==> config.mk <==
export PLATFORM = sky130hd
export DESIGN_NAME = ef_pwm_multi
export DESIGN_NICKNAME = d
export VERILOG_FILES = /design/src/rtl/ef_pwm_multi.sv
export SDC_FILE = /design/constraint.sdc
export NUM_CORES = 1
export LEC_CHECK = 0
export BUFFER_PORTS_ARGS = -buffer_cell sky130_fd_sc_hd__buf_2
export CORE_AREA = 2 2 187 189
export CTS_CLUSTER_DIAMETER = 120
export DETAILED_ROUTE_END_ITERATION = 6
export DIE_AREA = 0 0 189 191
export PLACE_DENSITY = 0.66
export SKIP_CTS_REPAIR_TIMING = 1
export SYNTH_ARGS = -nofsm -noshare
export SYNTH_HDL_FRONTEND = slang
export SYNTH_SLANG_ARGS = --single-unit
==> constraint.sdc <==
create_clock -name clk -period 8.6 [get_ports clk]
set_input_delay 0.86 -clock clk [delete_from_list [all_inputs] [get_ports clk]]
set_output_delay 0.86 -clock clk [all_outputs]
set_load 0.01 [all_outputs]
==> src/rtl/ef_pwm_multi.sv <==
// Multi-channel PWM generator: one shared up or up/down period counter with prescaler,
// per-channel shadowed compare, 4-event action table, polarity invert and dead-time pair.
module ef_pwm_multi #(
  parameter int WIDTH    = 32,
  parameter int CHANNELS = 4,
  parameter int DT_WIDTH = 8
) (
  input  logic                      clk,
  input  logic                      rst,
  input  logic                      en,
  input  logic                      cntr_mode,
  input  logic [7:0]                prescale,
  input  logic [WIDTH-1:0]          top,
  input  logic [CHANNELS*WIDTH-1:0] cmp,
  input  logic [CHANNELS*8-1:0]     act,
  input  logic [CHANNELS-1:0]       ch_en,
  input  logic [CHANNELS-1:0]       inv,
  input  logic [DT_WIDTH-1:0]       dt,
  output logic [CHANNELS-1:0]       pwm,
  output logic [CHANNELS-1:0]       pwm_n,
  output logic                      period_irq
);

  typedef enum logic {DIR_UP = 1'b0, DIR_DOWN = 1'b1} dirT;

  logic [7:0]          psc;
  logic [WIDTH-1:0]    cnt, cntNext, topS;
  logic [WIDTH-1:0]    cmpS [CHANNELS];
  dirT                 dir, dirNext;
  logic [CHANNELS-1:0] r, rNext, dtcZero;
  logic [DT_WIDTH-1:0] dtc [CHANNELS];
  logic                tick, atTop, atZero, boundary;

  assign tick     = en && (psc == prescale);
  assign atTop    = (cnt == topS);
  assign atZero   = (cnt == '0);
  assign boundary = tick && (cntr_mode ? (dir == DIR_DOWN && atZero) : atTop);

  // With a zero top in triangle mode the direction still flips so the period boundary keeps firing.
  always_comb begin
    cntNext = cnt;
    dirNext = dir;
    if (!cntr_mode) begin
      dirNext = DIR_UP;
      cntNext = atTop ? '0 : cnt + WIDTH'(1);
    end else if (topS == '0) begin
      cntNext = '0;
      dirNext = (dir == DIR_UP) ? DIR_DOWN : DIR_UP;
    end else if (dir == DIR_UP && atTop) begin
      dirNext = DIR_DOWN;
      cntNext = topS - WIDTH'(1);
    end else if (dir == DIR_DOWN && atZero) begin
      dirNext = DIR_UP;
      cntNext = WIDTH'(1);
    end else if (dir == DIR_UP) begin
      cntNext = cnt + WIDTH'(1);
    end else begin
      cntNext = cnt - WIDTH'(1);
    end
  end

  // Highest-priority event carrying a non-zero action wins: TOP > CMPD > CMPU > ZERO.
  always_comb begin
    rNext   = r;
    dtcZero = '0;
    for (int i = 0; i < CHANNELS; i++) begin
      logic       cmpHit;
      logic [1:0] sel;
      cmpHit     = (cnt == cmpS[i]);
      sel        = 2'b00;
      dtcZero[i] = (dtc[i] == '0);
      if (atTop && act[i*8+6 +: 2] != 2'b00)
        sel = act[i*8+6 +: 2];
      else if (cmpHit && cntr_mode && dir == DIR_DOWN && act[i*8+4 +: 2] != 2'b00)
        sel = act[i*8+4 +: 2];
      else if (cmpHit && dir == DIR_UP && act[i*8+2 +: 2] != 2'b00)
        sel = act[i*8+2 +: 2];
      else if (atZero && act[i*8 +: 2] != 2'b00)
        sel = act[i*8 +: 2];
      if (tick) begin
        case (sel)
          2'd1:    rNext[i] = 1'b0;
          2'd2:    rNext[i] = 1'b1;
          2'd3:    rNext[i] = ~r[i];
          default: rNext[i] = r[i];
        endcase
      end
    end
  end

  always_ff @(posedge clk) begin
    if (rst) begin
      psc        <= '0;
      cnt        <= '0;
      dir        <= DIR_UP;
      topS       <= '0;
      r          <= '0;
      period_irq <= 1'b0;
      pwm        <= '0;
      pwm_n      <= '0;
      for (int i = 0; i < CHANNELS; i++) begin
        cmpS[i] <= '0;
        dtc[i]  <= '0;
      end
    end else if (!en) begin
      // Idle: shadows track the live registers so the first enabled period uses them.
      psc        <= '0;
      cnt        <= '0;
      dir        <= DIR_UP;
      topS       <= top;
      r          <= '0;
      period_irq <= 1'b0;
      pwm        <= inv;
      pwm_n      <= inv;
      for (int i = 0; i < CHANNELS; i++) begin
        cmpS[i] <= cmp[i*WIDTH +: WIDTH];
        dtc[i]  <= '0;
      end
    end else begin
      psc <= tick ? 8'd0 : psc + 8'd1;
      if (tick) begin
        cnt <= cntNext;
        dir <= dirNext;
      end
      if (boundary) begin
        topS <= top;
        for (int i = 0; i < CHANNELS; i++) cmpS[i] <= cmp[i*WIDTH +: WIDTH];
      end
      period_irq <= boundary;
      r          <= rNext;
      for (int i = 0; i < CHANNELS; i++) begin
        if (rNext[i] != r[i])
          dtc[i] <= dt;
        else if (!dtcZero[i])
          dtc[i] <= dtc[i] - DT_WIDTH'(1);
      end
      pwm   <= (r & dtcZero & ch_en) ^ inv;
      pwm_n <= (~r & dtcZero & ch_en) ^ inv;
    end
  end

endmodule

# Word-level counts from Yosys, hierarchy flattened
# Memories as Yosys holds them, arrays and structs flattened.
# Cells that the tools add are included.
[totals] regBits=86 ramBits=160 inputBits=220 out_inout_bits=9 word_cells=237 memories=2
[memory_table] memory="cmpS" words=4 word_bits=32 read_ports=4 rd_clocked_by_memory_dff=0 wr=4 line="28" text="logic [WIDTH-1:0] cmpS [CHANNELS];"
[memory_table] memory="dtc" words=4 word_bits=8 read_ports=4 rd_clocked_by_memory_dff=0 wr=4 line="31" text="logic [DT_WIDTH-1:0] dtc [CHANNELS];"
[op_classes] n_addsub=8 eq_ne=24 mux=105 bitwise=33 n_reduce_logical=57
[ops] cell="$mux 32" count=16
[ops] cell="$eq 32x32->1" count=5
[ops] cell="$mux 8" count=12
[ops] cell="$logic_not 32->1" count=2
[ops] cell="$sub 32x1->32 const B" count=2
[ops] cell="$mux 1" count=55
[ops] cell="$add 32x1->32 const B" count=1
[ops] cell="$logic_and 1x1->1" count=32
[ops] cell="$logic_not 8->1" count=4
[ops] cell="$mux 2" count=16
[ops] cell="$reduce_bool 2->1" count=16
[ops] cell="$sub 8x1->8 const B" count=4
[ops] cell="$or 1x1->1" count=20
[ops] cell="$and 4x4->4" count=4
[ops] cell="$eq 2x2->1 const B" count=8
[ops] cell="$pmux 1 s3" count=4
[ops] cell="$add 8x1->8 const B" count=1
[ops] cell="$eq 2x1->1 const B" count=4
[ops] cell="$eq 8x8->1" count=1
[ops] cell="$mux 4" count=2
[ops] cell="$xor 4x4->4" count=2
[ops] cell="$not 1->1" count=6
[ops] cell="$ne 1x1->1" count=4
[ops] cell="$ne 4x1->1 const B" count=1
[ops] cell="5 further kinds" count=5

# Logic depth before layout (Yosys ltp)
# Gate-level depths: netlist of run 1.
[depth] word_depth=16 depth_mapped=14 depth_no_buf=10

# Worst setup path before layout of run 1
# Ideal clock, no wire load.
[synth_timing] kind="reg2reg" from="register cnt[17]" to="memory cmpS[0][0] (enable)" setup_time_ns=0.418 arrival_time_ns=3.661 required_time_ns=8.182 setup_slack_ns=4.521 path_stages_with_launch=13 n_path_buf=4 period_less_slack_ns=4.079 cell_sequence="dfxtp_1 -> buf_1 -> xor2_1 -> nor4_1 -> nand4_1 -> or2_1 -> clkbuf_1 -> o21ai_1 -> nand2_1 -> and2_1 -> clkbuf_1 -> clkbuf_1 -> inv_1"
[synth_lines] item="from (decl)" line="27" text="logic [WIDTH-1:0] cnt, cntNext, topS;"
[synth_lines] item="from (signal assigned)" line="122" text="cnt <= cntNext;"
[synth_lines] item="to (decl)" line="28"

==> results of run 1 <==
through the flow:
stage / hold slack [ns] / instances / setup slack (ns)
floorplan: 0.4366 / 1644 / 4.521
global placement: 0.4640 / 2230 / 4.254
detailed placement: 0.4870 / 2230 / 4.172
CTS: 0.5010 / 2280 / 4.163
global route: 0.5065 / 2280 / 3.684
finish: 0.4982 / 2280 / 4.092
routing by layer:
layer  global-route usage, %  up-vias
met2                   42.67      691
met3                   4.553      151
met1                   35.63     6292
met4                   12.32        0
met5                       0        -
li1                        -     6217
power by group through the flow:
stage	combinational [uW]	clock, uW	sequential (uW)
floorplan	485	0	1490
global placement	642	0	1530
detailed placement	655	0	1530
CTS	660	1280	1500
global route	744	1320	1520
finish	661	1260	1500
cell usage in the layout, fill, tap and decap left out, types with 9 or more instances in the layout:
master	netlist	layout
a211oi_1	9	9
a21oi_1	47	47
a22o_1	41	41
a22oi_1	10	10
a31oi_1	12	12
and2_1	141	141
and3_1	18	18
buf_2	28	228
buf_4	4	32
clkbuf_16	0	27
dfxtp_1	86	86
edfxtp_1	160	160
ha_1	11	11
inv_1	34	33
mux2i_1	12	12
nand2_1	104	104
nand3_1	43	43
nand4_1	34	34
nor2_1	112	110
nor3_1	47	46
nor4_1	63	62
o211ai_1	9	9
o21ai_0	51	51
o21ai_1	29	29
o32ai_1	9	9
or3_1	22	22
or4_1	11	11
xnor2_1	102	102
xor2_1	177	177
kinds of logic (layout without fill, tap and decap cells):
family	after synthesis	in the layout	synth area share, %
compound gates	294	294	13.23
mux	16	16	1.072
flops	246	246	42.35
xor+xnor	279	279	15.86
fa+ha+maj	11	11	0.8932
buf+inv	166	347	4.515
simple gates	632	632	22.08
state kept, by name (all words and copies together), names as in the netlist:
signal      cells
cmpS          128
cnt            32
dir             1
dtc            32
period_irq      1
psc             8
pwm             4
pwm_n           4
r               4
topS           32
critical path, delay by kind of cell (launching register included):
kind | cells | cell delay [ns]
simple gates | 6 | 2.14
buf+inv | 1 | 0.81
compound gates | 2 | 0.77
flops | 1 | 0.53
path summary, 6_finish.rpt:
check / startpoint / to / slack, ns / depth (start not counted)
hold / removal: psc[0]$_SDFF_PP0_ / psc[0]$_SDFF_PP0_ / 0.50 / 1
setup reg to reg: cnt[7]$_SDFFE_PP0P_ / cmpS[2][23]$_DFFE_PP_ / 4.09 / 9
hold reg to reg: psc[0]$_SDFF_PP0_ / psc[0]$_SDFF_PP0_ / 0.50 / 1
setup / recovery: cnt[7]$_SDFFE_PP0P_ / cmpS[2][23]$_DFFE_PP_ / 4.09 / 9
area by class of cell:
class / count / area share, %
inverters: 37 / 0.7806
well taps: 455 / 3.200
multi-input cells: 1232 / 46.21
flip-flops and latches: 246 / 36.68
clock buffers: 31 / 3.882
repair buffers: 260 / 7.764
clock inverters: 19 / 1.477
==> run metrics, run 1 <==
FP Rows=68; area of the multi-input gates=8222 um^2; initial antenna violation count=0; Detail Route Antenna Nets=0; Root Driver=clkbuf_16; Worst Hold Class=reg2reg; final-layout fill cell count=3127; WL met2=21.76 mm; Post-Syn Area per Cell=9.373 um^2; largest net degree at the start of global routing=122; RSZ-0062 raised after global routing=false; Pwr Density=192.8 nW/um^2; grt ovf=0; Post-synth top cells=xor2_1, edfxtp_1, and2_1; crit path capture type=flop; synth unique cells=79; Area Growth Syn to Fin=15.46%; share of layout cells above drive strength 1=18.25%; Max-Cap Viols=0; Sequential Power Share=43.8%; Critical Path, Cell by Cell=nor4_1 > nand3_1 > nor4_4 > nand3_1 > o21ai_1 > nand2_1 > a21oi_4 > buf_4 > and2_1; Crit Path Max Fanout=121; placed cell areas=16840 um^2; Chip Width=189 um; IO buf count=228; Max Slew Vio Count=0; Fin. Hold Viols=0; Worst VDD drop=170.2 uV; hpwl dp=34.52 mm; TritonCTS clock tree=done; fin crit period=4.508 ns; die area=36100 um^2; Routed wire per std cell=21.64 um; CTS Sinks=246; fin crit share=52.42%; critical path type=reg2reg; Seq cells post-synth=246; DRC Markers=0; Setup-failing EPs final=0; Initial Util=45.16%; Highest Signal Layer=met4; Post-Syn Instances=1644; H-Tree Depth=1; # diodes=0; Die Y=191 um; Total GRT Usage=26.77%; Clock power frac=36.9%; sw frac=28.34%; via density per instance=5.856; Final Core Density=52.15%; final layout net count=2035; clk slew on worst S/H paths=0.06 ns; I/O pins=229; Final Skew=0.01088 ns; status=completed; slowest stage cell, crit path=buf_4; Setup Total Neg Slack=0 ns; DRT iter0 DRCs=1092; Post-synth ARST share=0%; Pint=2458 uW; Mapped Nets=1875; Syn. warnings=0; post-synth top area share=31.18%; M1 WL=20.88 mm; Clock Path Buffers=3; Synth area leader=edfxtp_1; Combinational Power Share=19.3%; Clock Latency Late Sink=0.57 ns; final WL=49.34 mm; CTS buffer count=27; CP arrival=4.93 ns; placer congestion estimate=1.001; Seq/Total Area, Yosys=42.35%; slew margin rel.=14.35%; Total Power=3430 uW; Req. time, crit path=9.02 ns; synth top area cells=edfxtp_1, dfxtp_1, xor2_1; WL met3=4.376 mm; Worst path max stage delay=0.81 ns; sequential cell area=6526 um^2; first-pass iteration count of the detailed router=5; Core Region=34120 um^2; cell with the most instances after synthesis=xor2_1; Setup crit start kind=flop; Most common cell on crit path=nand3_1; Synth Cell Area=15410 um^2; Fmax achieved=221.8 MHz; post-route design area=17790 um^2; Main synth FF type=edfxtp_1; Leak=0.007364 uW; EDFF count, synth=160; NetSw=972.0 uW; Worst-Margin Slew=1.280 ns; first-pass GRT wire length=74.65 mm; vias in the first global route=13143; via count=13351
Power figures use the tool's default switching activity.
==> run 2, diff against run 1 <==
==> constraint.sdc (replaced) <==
create_clock -name clk -period 4.55 [get_ports clk]
set_input_delay 0.455 -clock clk [delete_from_list [all_inputs] [get_ports clk]]
set_output_delay 0.455 -clock clk [all_outputs]
set_load 0.01 [all_outputs]
==> run 2 against run 1 <==
  * First-iteration DRC count fell by 1.7%
  * Routed wire length rose by 0.34%
  * Total power rose by 83%
  * Register-to-register slack got worse by 3.5 ns
  * Sequential share of layout area fell by 0.12 points
  * Critical endpoint is now dtc[2][1]$_DFFE_PP_
==> run metrics, run 2 (synthesis results as in run 1) <==
Clock Path Buffers=3 (unchanged); via count=13258 (-0.70%); CTS buffer count=27 (unchanged); Max Slew Vio Count=0 (unchanged); status=completed; via density per instance=5.777 (-1.3%); Final Skew=0.01995 ns (+0.009070 ns); Core Region=34120 um^2 (unchanged); clk slew on worst S/H paths=0.07 ns (about the same); Fin. Hold Viols=0 (unchanged); RSZ-0062 raised after global routing=false; fin crit period=3.961 ns (-0.5468 ns); share of layout cells above drive strength 1=19.18% (+0.94 points); most common cell after layout, fill and taps aside=buf_2; Worst-Margin Slew=1.038 ns (-0.2417 ns); Chip Width=189 um (unchanged); Fmax achieved=252.5 MHz (+14%); Final Core Density=52.32% (+0.18 points); Setup-failing EPs final=0 (unchanged); fin crit share=87.06% (+35 points); FP Rows=68 (unchanged); final-layout fill cell count=3131 (+0.13%); Area Growth Syn to Fin=15.85%; slew margin rel.=30.61% (+16 points); Crit Path Max Fanout=15 (-88%); Total GRT Usage=26.79% (about the same); Worst Hold Class=in2reg; largest register by flop count=cmpS; Non-Filler Instances=2295 (+0.66%); hpwl dp=35.62 mm (+3.2%); I/O pins=229 (unchanged); Pwr Density=352.3 nW/um^2 (+83%); Detail Route Antenna Nets=0 (unchanged); slowest stage cell, crit path=nor4_1; critical path type=reg2reg; CP top delay family=simple AND/OR/NAND/NOR gates; max reg flops=128 (unchanged); Die Y=191 um (unchanged); Clock Latency Late Sink=0.55 ns (-0.02 ns); first-pass iteration count of the detailed router=6 (+1); Leak=0.007411 uW (+0.64%); H-Tree Depth=1 (unchanged); Worst path max stage delay=0.64 ns (-0.17 ns); TritonCTS clock tree=done; CP arrival=4.17 ns (-0.76 ns); Setup crit start kind=flop; Root Driver=clkbuf_16; Routed wire per std cell=21.57 um (-0.32%); DRC Markers=0 (unchanged); Req. time, crit path=4.76 ns (-4.26 ns); cell count after placement=2246 (+0.72%); die area=36100 um^2 (unchanged); DRT iter0 DRCs=1073 (-1.7%); CP Buf/Inv Count=2 (+1); first-pass GRT wire length=74.38 mm (-0.37%); initial antenna violation count=0 (unchanged); Initial Util=45.16% (unchanged); Worst VDD drop=333.2 uV (+96%); # diodes=0 (unchanged); placer congestion estimate=0.9846 (-1.6%); largest net degree at the start of global routing=94 (-23%); Max-Cap Viols=0 (unchanged); IO buf count=228 (unchanged); Critical Path, Cell by Cell=nor4_1 > nand3_1 > nor4_2 > buf_4 > nand2_1 > a2111oi_0 > a221o_1 > inv_2 > nand3_1; final layout net count=2051 (+0.79%); crit path capture type=flop; final WL=49.50 mm (+0.34%); Most common cell on crit path=nand3_1; Setup Total Neg Slack=0 ns (unchanged); vias in the first global route=12771 (-2.8%); CTS Sinks=246 (unchanged); most frequent cells in the layout=buf_2, xor2_1, edfxtp_1; grt ovf=0 (unchanged)
[run 2: cell count changes in the layout (fill, tap and decap cells not counted), moves of 2 or more]
cell | before | now
buf_12 | 0 | 2
buf_4 | 32 | 46
bufinv_16 | 6 | 2
clkinv_1 | 6 | 1
clkinv_4 | 1 | 3
inv_6 | 0 | 6
[run 2: path summary, 6_finish.rpt]
kind                            slack (ns)                     to  cells past startpoint                 from
worst max-delay path                  0.59    dtc[2][1]$_DFFE_PP_                      9  cnt[7]$_SDFFE_PP0P_
worst min-delay path                  0.12  topS[19]$_SDFFE_PP0P_                      2              top[19]
worst max register to register        0.59    dtc[2][1]$_DFFE_PP_                      9  cnt[7]$_SDFFE_PP0P_
worst min register to register        0.49      psc[0]$_SDFF_PP0_                      1    psc[0]$_SDFF_PP0_
[run 2: area by class of cell]
type	instances	area, um^2	area share [%]
Clock buffer	30	686.9	3.848
Clock inverter	19	192.7	1.079
Tap cell	455	569.3	3.189
Sequential cell	246	6526	36.56
Timing Repair Buffer	276	1526	8.551
Inverter	37	138.9	0.7780
Multi-Input combinational cell	1232	8210	45.99
[run 2: per-layer routing]
metal / track usage, % / part of all wire (%) / up-vias
met3: 4.590 / 9.6 / 152
met2: 42.36 / 44 / 710
li1: - / - / 6237
met1: 36.11 / 42 / 6159
met4: 11.75 / 4.5 / 0
met5: 0 / 0 / -
[run 2: where the power goes]
part           internal, uW  switching [uW]  total [uW]
registers              2660             182        2840
logic                   557             700        1260
clock network          1230             963        2190
[run 2: metrics by stage]
step	instance area (um^2)	hold slack, ns	power [uW]	setup slack, ns
floorplan	15410	0.4366	3742	0.4713
global placement	16970	0.4613	4113	0.8537
detailed placement	16970	0.4749	4134	0.6891
CTS	17850	0.1119	6329	0.6687
global route	17850	0.1202	6594	0.3814
finish	17850	0.1191	6288	0.5890
